===== src/rtl/cortex_m0_bus_arbiter.sv =====
// Shares one memory port between instruction fetch and load/store, data first by default.
// Define ARB_STARVE_GUARD_EN to force a fetch grant after STARVE_LIMIT data grants in a row.
`timescale 1ns/1ps
module cortex_m0_bus_arbiter #(
    parameter int BW           = 32,
    parameter int STARVE_LIMIT = 4
) (
    input  logic          clk,
    input  logic          reset,
    input  logic          if_req,
    input  logic [BW-1:0] if_addr,
    output logic          if_ack,
    output logic [BW-1:0] if_rdata,
    input  logic          ls_req,
    input  logic          ls_we,
    input  logic [1:0]    ls_size,
    input  logic [BW-1:0] ls_addr,
    input  logic [BW-1:0] ls_wdata,
    output logic          ls_ack,
    output logic [BW-1:0] ls_rdata,
    output logic          mem_req,
    output logic          mem_we,
    output logic [1:0]    mem_size,
    output logic [BW-1:0] mem_addr,
    output logic [BW-1:0] mem_wdata,
    input  logic          mem_ack,
    input  logic [BW-1:0] mem_rdata,
    output logic [1:0]    dbg_state_o,
    output logic [3:0]    dbg_starve_cnt_o
);

    typedef enum logic [1:0] {
        IDLE  = 2'd0,
        FETCH = 2'd1,
        DATA  = 2'd2
    } state_e;

    state_e state_q, state_d;
    logic   arb_en;
    logic   fetch_first;

    // A grant is only re-decided from IDLE or in the cycle the current transfer completes.
    assign arb_en = (state_q == IDLE) || mem_ack;

    always_comb begin
        state_d = state_q;
        if (arb_en) begin
            if (ls_req && if_req && fetch_first) begin
                state_d = FETCH;
            end else if (ls_req) begin
                state_d = DATA;
            end else if (if_req) begin
                state_d = FETCH;
            end else begin
                state_d = IDLE;
            end
        end
    end

    always_ff @(posedge clk or negedge reset) begin
        if (!reset) begin
            state_q <= IDLE;
        end else begin
            state_q <= state_d;
        end
    end

`ifdef ARB_STARVE_GUARD_EN
    localparam logic [3:0] LIMIT = 4'(STARVE_LIMIT);
    logic [3:0] starve_cnt_q, starve_cnt_d;

    assign fetch_first = (starve_cnt_q == LIMIT);

    // Counts data grants that fetch had to watch; any fetch grant clears it.
    always_comb begin
        starve_cnt_d = starve_cnt_q;
        if (arb_en) begin
            if (state_d == FETCH) begin
                starve_cnt_d = 4'd0;
            end else if (state_d == DATA && if_req && starve_cnt_q != LIMIT) begin
                starve_cnt_d = starve_cnt_q + 4'd1;
            end
        end
    end

    always_ff @(posedge clk or negedge reset) begin
        if (!reset) begin
            starve_cnt_q <= 4'd0;
        end else begin
            starve_cnt_q <= starve_cnt_d;
        end
    end

    assign dbg_starve_cnt_o = starve_cnt_q;
`else
    assign fetch_first      = 1'b0;
    assign dbg_starve_cnt_o = 4'd0;
`endif

    always_comb begin
        mem_req   = 1'b0;
        mem_we    = 1'b0;
        mem_size  = 2'd0;
        mem_addr  = '0;
        mem_wdata = '0;
        if_ack    = 1'b0;
        ls_ack    = 1'b0;
        unique case (state_q)
            FETCH: begin
                mem_req  = 1'b1;
                mem_size = 2'd2;
                mem_addr = if_addr;
                if_ack   = mem_ack;
            end
            DATA: begin
                mem_req   = 1'b1;
                mem_we    = ls_we;
                mem_size  = ls_size;
                mem_addr  = ls_addr;
                mem_wdata = ls_wdata;
                ls_ack    = mem_ack;
            end
            default: ;
        endcase
    end

    assign if_rdata    = mem_rdata;
    assign ls_rdata    = mem_rdata;
    assign dbg_state_o = state_q;

endmodule


===== config.mk =====
export PLATFORM = sky130hd
export DESIGN_NAME = cortex_m0_bus_arbiter
export DESIGN_NICKNAME = d
export VERILOG_FILES = /design/src/rtl/cortex_m0_bus_arbiter.sv
export SDC_FILE = /design/constraint.sdc
export NUM_CORES = 1
export LEC_CHECK = 0
export CAP_MARGIN = 10
export CORE_AREA = 2 2 106 108
export CTS_CLUSTER_SIZE = 14
export DETAILED_ROUTE_END_ITERATION = 8
export DIE_AREA = 0 0 108 110
export GPL_ROUTABILITY_DRIVEN = 0
export PLACE_DENSITY = 0.63
export RECOVER_POWER = 100
export SETUP_SLACK_MARGIN = 0.3
export SYNTH_ARGS = -nofsm -noshare
export SYNTH_HDL_FRONTEND = slang
export SYNTH_SLANG_ARGS = --single-unit

===== constraint.sdc =====
create_clock -name clk -period 1.5 [get_ports clk]
set_clock_uncertainty 0.1 [all_clocks]
set_input_delay 0.15 -clock clk [delete_from_list [all_inputs] [get_ports clk]]
set_output_delay 0.15 -clock clk [all_outputs]
set_load 0.02 [all_outputs]

Word level (Yosys, flattened, before mapping)
Index checks and enable logic that the tools add are counted.
{"block": "word_totals", "reg_bits": 2, "latchBits": 0, "ramBits": 0, "rom_bits": 0, "inputBits": 136, "wordCells": 15, "mem_count": 0}
{"block": "classes", "add_sub_neg": 0, "n_mul": 0, "n_div": 0, "magnitude_cmp": 0, "eq_ne": 2, "n_shift": 0, "mux": 9, "bitwise": 0, "reduce_logical": 3}
{"cell": "$pmux W32 S2", "n": 1}
{"cell": "$mux W32", "n": 1}
{"cell": "$mux W1", "n": 5}
{"cell": "$pmux W2 S2", "n": 1}
{"cell": "$eq A2 B1 Y1 const B", "n": 1}
{"cell": "$eq A2 B2 Y1 const B", "n": 1}
{"cell": "$logic_not A2 Y1", "n": 1}
{"cell": "$mux W2", "n": 1}
{"cell": "$reduce_or A2 Y1", "n": 1}
{"cell": "$logic_or A1 B1 Y1", "n": 1}

Longest topological paths before layout
Gate-level depths: netlist of the first run.
{"block": "logic_depth", "depth_word": 3, "mapped_depth": 6}

Least setup slack after synthesis of the first run
OpenSTA, ideal clock, no wires.
{"block": "synth_timing", "path_type": "register -> output", "from": "reg state_q[0] (netlist: dbg_state_o[0])", "to": "out mem_addr[0]", "arrival_time_ns": 1.603, "t_required_ns": 1.250, "setup_slack_ns": -0.353, "stages_incl_launch_ff": 5, "n_path_buf": 1, "cell_sequence": "dfrtp_1 -> inv_1 -> ha_1 -> clkbuf_1 -> nor2b_1"}
{"block": "synth_between", "elab_chain_len": 2, "word_cells_on_any_way": 3}
{"element": "start, declared", "line": "38", "text": "state_e state_q, state_d;"}
{"element": "start signal, assigned", "line": "64", "text": "state_q <= state_d;"}
{"element": "$eq A2 B2 Y1 or $eq A2 B1 Y1 (tied branches)", "line": "108", "text": "unique case (state_q)"}
{"element": "$pmux W32 S2 (*)", "line": "108"}
{"element": "end, declared", "line": "24", "text": "output logic [BW-1:0] mem_addr,"}
Every way passes the cells marked *; elsewhere a longest branch is shown, timed or not.

Final worst setup path of the first run
{"block": "layout_timing", "from": "reg state_q[0] (netlist: dbg_state_o[0])", "to": "out mem_addr[18]"}
The elaborated chain is that of the path after synthesis.

==> results of run 1 <==
-- power by group through the flow --
stage	logic, uW	registers [uW]	clock network, uW
final	2320	70.8	213
after CTS	2270	72.7	220
after global placement	1950	70.2	0
after global routing	2440	71.8	225
after detailed placement	1970	70.8	0
after floorplan	1390	78.3	0
-- worst register-to-register path, delay by kind of cell, from the launching register on --
family / cells / cell delay [ns]
buffers and inverters: 1 / 0.08
adder cells (fa/ha/maj): 1 / 0.16
multiplexers: 1 / 0.32
AND/OR/NAND/NOR: 1 / 0.18
flip-flops: 1 / 0.39
-- routing by layer --
metal | vias to the layer above | part of all wire (%) | global-route usage [%]
met5 | - | 0 | 0
met4 | 0 | 1.0 | 2.38
met3 | 10 | 7.5 | 2.12
met2 | 95 | 55 | 20.7
met1 | 808 | 36 | 12.0
li1 | 835 | - | -
-- cells in the final DEF (no fill, tap or decap), types with 2 or more instances in the layout --
cell / netlist / routed
nor2b_4: 0 / 30
clkbuf_8: 0 / 3
dfrtp_2: 0 / 2
buf_2: 9 / 2
buf_8: 0 / 4
nor2b_2: 0 / 3
ha_4: 0 / 3
buf_16: 0 / 4
clkdlybuf4s50_1: 0 / 102
conb_1: 1 / 4
buf_6: 0 / 71
buf_12: 0 / 7
a22oi_2: 0 / 32
buf_4: 69 / 11
and2_4: 0 / 36
-- cells by family (layout without fill, tap and decap cells) --
family,Yosys count,after routing,synth area share [%]
fa+ha+maj,3,3,2.71
compound gates,33,33,17.7
mux,2,2,1.54
flops,2,2,3.61
other cells,1,4,0.271
buf+inv,84,211,42.3
simple gates,71,71,31.9
-- repair_timing --
action	CTS	global route
gates resized for setup	425	26
cloned	4	1
pin swaps	3	10
setup buffers	10	4
setup endpoints to repair	73	73
hold endpoints to repair	0	0
hold buffers	0	0
-- area by class of cell --
type / count / area share, %
clock buffer: 3 / 1.07
inverter: 2 / 0.260
tap: 140 / 4.55
multi-input combinational: 113 / 33.5
timing repair buffer: 206 / 59.2
sequential: 2 / 1.37
-- per-stage QoR --
step	util, %	setup slack (ns)	power (uW)
final	36.0	-0.316	2600
after global routing	36.0	-0.368	2730
after CTS	35.1	-0.357	2560
after detailed placement	31.7	-0.527	2040
after global placement	31.7	-0.505	2020
after floorplan	-	0.0398	1470
-- Yosys cell counts --
cell / n / share of area, %
and2_1: 36 / 16
ha_1: 3 / 2.7
buf_2: 9 / 3.3
a22oi_1: 32 / 17
conb_1: 1 / 0.27
buf_4: 69 / 37
nor2b_1: 33 / 15
mux2_2: 1 / 0.81
clkbuf_1: 4 / 1.1
nand2b_1: 1 / 0.45
mux2i_1: 1 / 0.72
nor2_1: 1 / 0.27
dfrtp_1: 2 / 3.6
inv_1: 2 / 0.54
a21oi_1: 1 / 0.36
-- worst min-delay path by stage --
| stage | slack [ns] | endpoint |
|---|---|---|
| 6_report | 0.08 | dbg_state_o[0] |
| 5_1_grt | 0.08 | dbg_state_o[0] |
| 4_1_cts | 0.004 | dbg_state_o[0] |
| 3_5_place_dp | 0.20 | if_rdata[20] |
| 3_3_place_gp | 0.20 | if_rdata[20] |
| 2_1_floorplan | -0.25 | dbg_state_o[0] |
==> flow_results.xml, run 1 <==
<?xml version="1.0" encoding="UTF-8"?>
<metrics>
  <group name="status">
    <metric name="outcome" unit="">complete, but fails checks</metric>
    <metric name="violations" unit="">negative setup slack</metric>
  </group>
  <group name="finish">
    <metric name="area_growth_syn_to_layout" unit="%">178</metric>
    <metric name="combined_area_of_the_multi_input_logic_cells" unit="um2">1290</metric>
    <metric name="drive_above_1_share" unit="%">66.0</metric>
    <metric name="antenna_cells_inserted" unit="">0</metric>
    <metric name="nNetsFinal" unit="">467</metric>
    <metric name="fillCellCount" unit="">1045</metric>
    <metric name="stdcell_count" unit="">466</metric>
    <metric name="layout.cell_area.non_filler" unit="um2">3850</metric>
    <metric name="final-seq-area" unit="um2">52.6</metric>
    <metric name="largest_register_ffs" unit="">2</metric>
  </group>
  <group name="critical_path">
    <metric name="worst-endpoint-required" unit="ns">1.25</metric>
    <metric name="setup.worst_path.end_class" unit="">primary output</metric>
    <metric name="path_buf_inv" unit="">4</metric>
    <metric name="cpLargestDelayFamily" unit="">buffers and inverters</metric>
    <metric name="worstPathArrival" unit="ns">1.57</metric>
    <metric name="crit_path_start_kind" unit="">flop</metric>
    <metric name="timing.setup.critical_path_class" unit="">flop to primary output</metric>
    <metric name="slowest_stage" unit="">dfrtp_2</metric>
    <metric name="worstSetupStartpoint" unit="">dbg_state_o[0]</metric>
    <metric name="critical_path.cell_chain" unit="">inv_4 -&gt; ha_4 -&gt; buf_12 -&gt; buf_16 -&gt; a22oi_2 -&gt; nor2b_4 -&gt; buf_6</metric>
    <metric name="worst-r2r-setup-slack" unit="ns">0.16</metric>
    <metric name="worst_setup_path_endpoint" unit="">mem_addr[18]</metric>
    <metric name="crit-reg2reg-capture" unit="">dbg_state_o[1]</metric>
    <metric name="worstReg2RegStart" unit="">dbg_state_o[1]</metric>
    <metric name="worst-path-max-fanout" unit="">7</metric>
    <metric name="worst_r2r_path_depth" unit="">4</metric>
    <metric name="worstSetupPathDepth" unit="">7</metric>
    <metric name="cp_slowest_stage_delay" unit="ns">0.38</metric>
  </group>
  <group name="global_routing">
    <metric name="grt_max_degree" unit="">23</metric>
    <metric name="grt_pass1_vias" unit="">1816</metric>
    <metric name="first_pass_grt_wire_length" unit="um">9840</metric>
    <metric name="gr-total-overflow" unit="">0</metric>
    <metric name="antenna_violations_before_repair" unit="">0</metric>
    <metric name="gr-usage-all-layers" unit="%">10.7</metric>
  </group>
  <group name="sta">
    <metric name="grt_setup_unrepaired" unit="">true</metric>
    <metric name="timing.hold.ws" unit="ns">0.0766</metric>
    <metric name="drv_slew" unit="">0</metric>
    <metric name="fmax" unit="MHz">551</metric>
    <metric name="post-route-worst-setup-slack" unit="ns">-0.316</metric>
    <metric name="final_worst_path_period_need" unit="ns">1.82</metric>
    <metric name="timing.final.crit_share" unit="%">121</metric>
    <metric name="final_hold_viol_count" unit="">0</metric>
    <metric name="tns" unit="ns">-15.78</metric>
    <metric name="setup_viol_count_final" unit="">70</metric>
  </group>
  <group name="clock_network">
    <metric name="tritoncts" unit="">built</metric>
    <metric name="clk_transition_reported_paths" unit="ns">0.03</metric>
    <metric name="cts_max_level" unit="">1</metric>
    <metric name="cts.path.max_buffers" unit="">2</metric>
    <metric name="root_buffer_selected_by_cts" unit="">clkbuf_8</metric>
    <metric name="cts_buffers" unit="">3</metric>
    <metric name="clkSinkCount" unit="">2</metric>
    <metric name="insertion_delay" unit="ns">0.21</metric>
  </group>
  <group name="pwr">
    <metric name="cell_internal_pwr" unit="uW">1620</metric>
    <metric name="power.ir.vdd_worst" unit="V">0.000381</metric>
    <metric name="powerDensity" unit="nW/um2">677</metric>
    <metric name="power.switching_fraction" unit="%">37.6</metric>
    <metric name="power_switching" unit="uW">979</metric>
    <metric name="seq_power_share" unit="%">2.7</metric>
    <metric name="total_leakage_power" unit="uW">0.00160</metric>
    <metric name="comb_power_share" unit="%">89.1</metric>
    <metric name="pwr-share-clk" unit="%">8.2</metric>
  </group>
  <group name="synth">
    <metric name="synthDistinctLibCells" unit="">15</metric>
    <metric name="postSynthAreaPerCell" unit="um2">7.07</metric>
    <metric name="ys.warnings.count" unit="">0</metric>
    <metric name="synth_seq_area_share" unit="%">3.61</metric>
    <metric name="post_synth_instance_area" unit="um2">1390</metric>
    <metric name="syn-instance-count" unit="">196</metric>
    <metric name="synth.ff_latch_count" unit="">2</metric>
  </group>
  <group name="route">
    <metric name="routed_wl" unit="um">7170</metric>
    <metric name="drtIter0Drc" unit="">33</metric>
    <metric name="routed_vias_inst" unit="">3.75</metric>
    <metric name="num_vias" unit="">1748</metric>
    <metric name="firstDrtPassIters" unit="">4</metric>
    <metric name="drcViolationCount" unit="">0</metric>
    <metric name="number_of_nets_with_antenna_violations_after_detailed_routing" unit="">0</metric>
    <metric name="wl_per_cell" unit="um">15.4</metric>
  </group>
  <group name="floorplan">
    <metric name="fp.dieH" unit="um">110</metric>
    <metric name="std_cell_rows" unit="">38</metric>
    <metric name="die_area" unit="um2">11900</metric>
    <metric name="core_region_area" unit="um2">10700</metric>
    <metric name="initial_utilization" unit="%">12.9</metric>
    <metric name="floorplan.io_pins" unit="">276</metric>
    <metric name="die-width" unit="um">108</metric>
  </group>
  <group name="placement">
    <metric name="detailedPlacementHpwl" unit="um">5410</metric>
    <metric name="placed_cells" unit="">444</metric>
    <metric name="dpl_cell_area" unit="um2">3390</metric>
    <metric name="port-buffer-count" unit="">175</metric>
  </group>
  <group name="run">
    <metric name="timing.max_cap.violations" unit="">0</metric>
  </group>
  <group name="hold_path">
    <metric name="hold_path_class" unit="">primary input to async pin</metric>
  </group>
</metrics>
No activity file was read; power rests on OpenSTA's default activity.
==> run 2: changes to the inputs <==
==> constraint.sdc (replaced) <==
create_clock -name clk -period 2.1 [get_ports clk]
set_clock_uncertainty 0.1 [all_clocks]
set_input_delay 0.21 -clock clk [delete_from_list [all_inputs] [get_ports clk]]
set_output_delay 0.21 -clock clk [all_outputs]
set_load 0.05 [all_outputs]
==> run 2 against run 1 <==
Net effect: the flow now finishes without violations; largest cell class unchanged; worst setup slack improved by 0.44 ns; wire length is 7.3% higher; register-to-register slack improved by 0.50 ns; die area stayed put; critical endpoint is now dbg_state_o[0]; sequential power is 27% lower; combinational power is 9.1% lower; total power shrank 11%; non-clock buffer count decreased by 14; first-iteration DRC count grew 73%; critical path depth fell by 5; utilization grew 0.85 points; clock-buffer cell count did not move.
==> flow_results.xml, run 2 (synthesis results as in run 1) <==
<?xml version="1.0" encoding="UTF-8"?>
<metrics>
  <group name="critical_path">
    <metric name="crit_path_start_kind" unit="">flop</metric>
    <metric name="worst-path-max-fanout" unit="">3</metric>
    <metric name="worst_setup_path_endpoint" unit="">dbg_state_o[0]</metric>
    <metric name="worstReg2RegStart" unit="">dbg_state_o[1]</metric>
    <metric name="timing.setup.critical_path_class" unit="">flop to primary output</metric>
    <metric name="setup.worst_path.end_class" unit="">primary output</metric>
    <metric name="worst-endpoint-required" unit="ns">1.79</metric>
    <metric name="crit-reg2reg-capture" unit="">dbg_state_o[1]</metric>
    <metric name="worst-r2r-setup-slack" unit="ns">0.66</metric>
    <metric name="worstPathArrival" unit="ns">1.67</metric>
    <metric name="worstSetupStartpoint" unit="">dbg_state_o[0]</metric>
    <metric name="worst_r2r_path_depth" unit="">4</metric>
  </group>
  <group name="route">
    <metric name="wl_per_cell" unit="um">17.0</metric>
    <metric name="firstDrtPassIters" unit="">3</metric>
    <metric name="routed_vias_inst" unit="">3.93</metric>
    <metric name="number_of_nets_with_antenna_violations_after_detailed_routing" unit="">0</metric>
    <metric name="num_vias" unit="">1777</metric>
    <metric name="routed_wl" unit="um">7690</metric>
    <metric name="drcViolationCount" unit="">0</metric>
    <metric name="drtIter0Drc" unit="">57</metric>
  </group>
  <group name="floorplan">
    <metric name="floorplan.io_pins" unit="">276</metric>
    <metric name="fp.dieH" unit="um">110</metric>
    <metric name="die-width" unit="um">108</metric>
    <metric name="die_area" unit="um2">11900</metric>
    <metric name="initial_utilization" unit="%">12.9</metric>
    <metric name="std_cell_rows" unit="">38</metric>
    <metric name="core_region_area" unit="um2">10700</metric>
  </group>
  <group name="sta">
    <metric name="worst_pin_slew" unit="ns">0.503</metric>
    <metric name="drv_slew" unit="">0</metric>
    <metric name="timing.hold.ws" unit="ns">0.139</metric>
    <metric name="timing.final.crit_share" unit="%">94.2</metric>
    <metric name="fmax" unit="MHz">505</metric>
    <metric name="grt_setup_unrepaired" unit="">true</metric>
    <metric name="final_worst_path_period_need" unit="ns">1.98</metric>
    <metric name="final_hold_viol_count" unit="">0</metric>
    <metric name="tns" unit="ns">0</metric>
    <metric name="max_slew_headroom" unit="%">66.3</metric>
    <metric name="setup_viol_count_final" unit="">0</metric>
  </group>
  <group name="clock_network">
    <metric name="cts_buffers" unit="">3</metric>
    <metric name="cts_max_level" unit="">1</metric>
    <metric name="insertion_delay" unit="ns">0.21</metric>
    <metric name="root_buffer_selected_by_cts" unit="">clkbuf_8</metric>
    <metric name="clkSinkCount" unit="">2</metric>
    <metric name="cts_hold_buffers" unit="">0</metric>
    <metric name="cts.path.max_buffers" unit="">2</metric>
    <metric name="tritoncts" unit="">built</metric>
    <metric name="clk_transition_reported_paths" unit="ns">0.03</metric>
  </group>
  <group name="global_routing">
    <metric name="gr-usage-all-layers" unit="%">10.7</metric>
    <metric name="antenna_violations_before_repair" unit="">0</metric>
    <metric name="grt_pass1_vias" unit="">1858</metric>
    <metric name="first_pass_grt_wire_length" unit="um">9890</metric>
    <metric name="gr-total-overflow" unit="">0</metric>
    <metric name="grt_max_degree" unit="">35</metric>
  </group>
  <group name="placement">
    <metric name="dpl_cell_area" unit="um2">3780</metric>
    <metric name="port-buffer-count" unit="">175</metric>
    <metric name="detailedPlacementHpwl" unit="um">5510</metric>
  </group>
  <group name="finish">
    <metric name="antenna_cells_inserted" unit="">0</metric>
    <metric name="nNetsFinal" unit="">453</metric>
    <metric name="most-common-layout-cells" unit="">clkdlybuf4s50_1, buf_12, and2_4, nor2b_4, a22oi_2</metric>
    <metric name="fillCellCount" unit="">1053</metric>
    <metric name="final_core_util" unit="%">36.8</metric>
    <metric name="layout.cells.most_common" unit="">clkdlybuf4s50_1</metric>
    <metric name="largest_register_ffs" unit="">2</metric>
    <metric name="drive_above_1_share" unit="%">59.6</metric>
    <metric name="layout.cell_area.non_filler" unit="um2">3940</metric>
    <metric name="area_growth_syn_to_layout" unit="%">184</metric>
  </group>
  <group name="pwr">
    <metric name="total_leakage_power" unit="uW">0.00160</metric>
    <metric name="powerDensity" unit="nW/um2">588</metric>
    <metric name="fin_total_pwr" unit="uW">2310</metric>
    <metric name="power.ir.vdd_worst" unit="V">0.000259</metric>
  </group>
  <group name="run">
    <metric name="timing.max_cap.violations" unit="">0</metric>
  </group>
  <group name="hold_path">
    <metric name="hold_path_class" unit="">primary input to async pin</metric>
  </group>
  <group name="status">
    <metric name="outcome" unit="">complete, no violations</metric>
  </group>
</metrics>
-- run 2: changes by cell type in the layout (fill, tap and decap cells not counted), moves of 11 or more --
cell | previous run | this run
clkbuf_4 | 0 | 11
a22oi_2 | 32 | 21
clkbuf_2 | 1 | 12
a22oi_1 | 0 | 11
buf_6 | 71 | 2
buf_12 | 7 | 51
-- run 2: layer usage --
metal	wire length, um	part of all wire (%)	up-vias	GRT usage (%)
met4	193	2.5	0	4.21
li1	-	-	806	-
met1	2870	37	824	11.5
met2	3770	49	121	19.9
met5	0	0	-	0
met3	853	11	26	2.88
-- run 2: worst min-delay path by stage --
stage	from	cells past startpoint	end	slack, ns
3_5_place_dp	reset	1	dbg_state_o[1]	0.29
3_3_place_gp	reset	1	dbg_state_o[1]	0.29
6_report	reset	1	dbg_state_o[0]	0.14
2_1_floorplan	reset	0	dbg_state_o[0]	-0.19
4_1_cts	reset	1	dbg_state_o[0]	0.07
5_1_grt	reset	1	dbg_state_o[0]	0.14
-- run 2: final cells by class --
cell class	instances	area, um2	share of cell area, %
inverters	2	10.0	0.254
multi-input cells	113	1240	31.5
repair buffers	192	2420	61.5
well taps	140	175	4.45
clock buffers	3	41.3	1.05
flip-flops and latches	2	50.0	1.27
-- run 2: report_power, final --
part / internal, uW / switching [uW] / total (uW)
clock: 121 / 30.0 / 151
sequential: 43.4 / 8.54 / 51.9
combinational: 1080 / 1030 / 2110
total: 1240 / 1070 / 2310
-- run 2: per-stage QoR --
stage / std cells / setup slack (ns)
2_1_floorplan: 199 / 0.262
5_1_grt: 452 / 0.0692
3_5_place_dp: 435 / 0.297
4_1_cts: 442 / 0.183
3_3_place_gp: 435 / 0.338
6_report: 452 / 0.122
-- run 2: critical path, stage by stage, from the launching register on --
cell           delay (ns)
dfrtp_1              0.44
buf_4                0.15
dlygate4sd3_1        0.86
-- run 2: what timing repair did --
action	in CTS	in global routing
gates cloned	1	6
setup endpoints to repair	59	69
setup buffers	3	4
pin swaps	1	1
resized for setup	13	53
==> run 3: changes to the inputs <==
--- a/config.mk
+++ b/config.mk
@@ -7,6 +7,7 @@
 export LEC_CHECK = 0
 export CAP_MARGIN = 10
 export CORE_AREA = 2 2 106 108
+export CTS_CLUSTER_DIAMETER = 50
 export CTS_CLUSTER_SIZE = 14
 export DETAILED_ROUTE_END_ITERATION = 8
 export DIE_AREA = 0 0 108 110
==> results of run 3 <==
No change in the layout: final DEF, timing and power equal those of run 2.
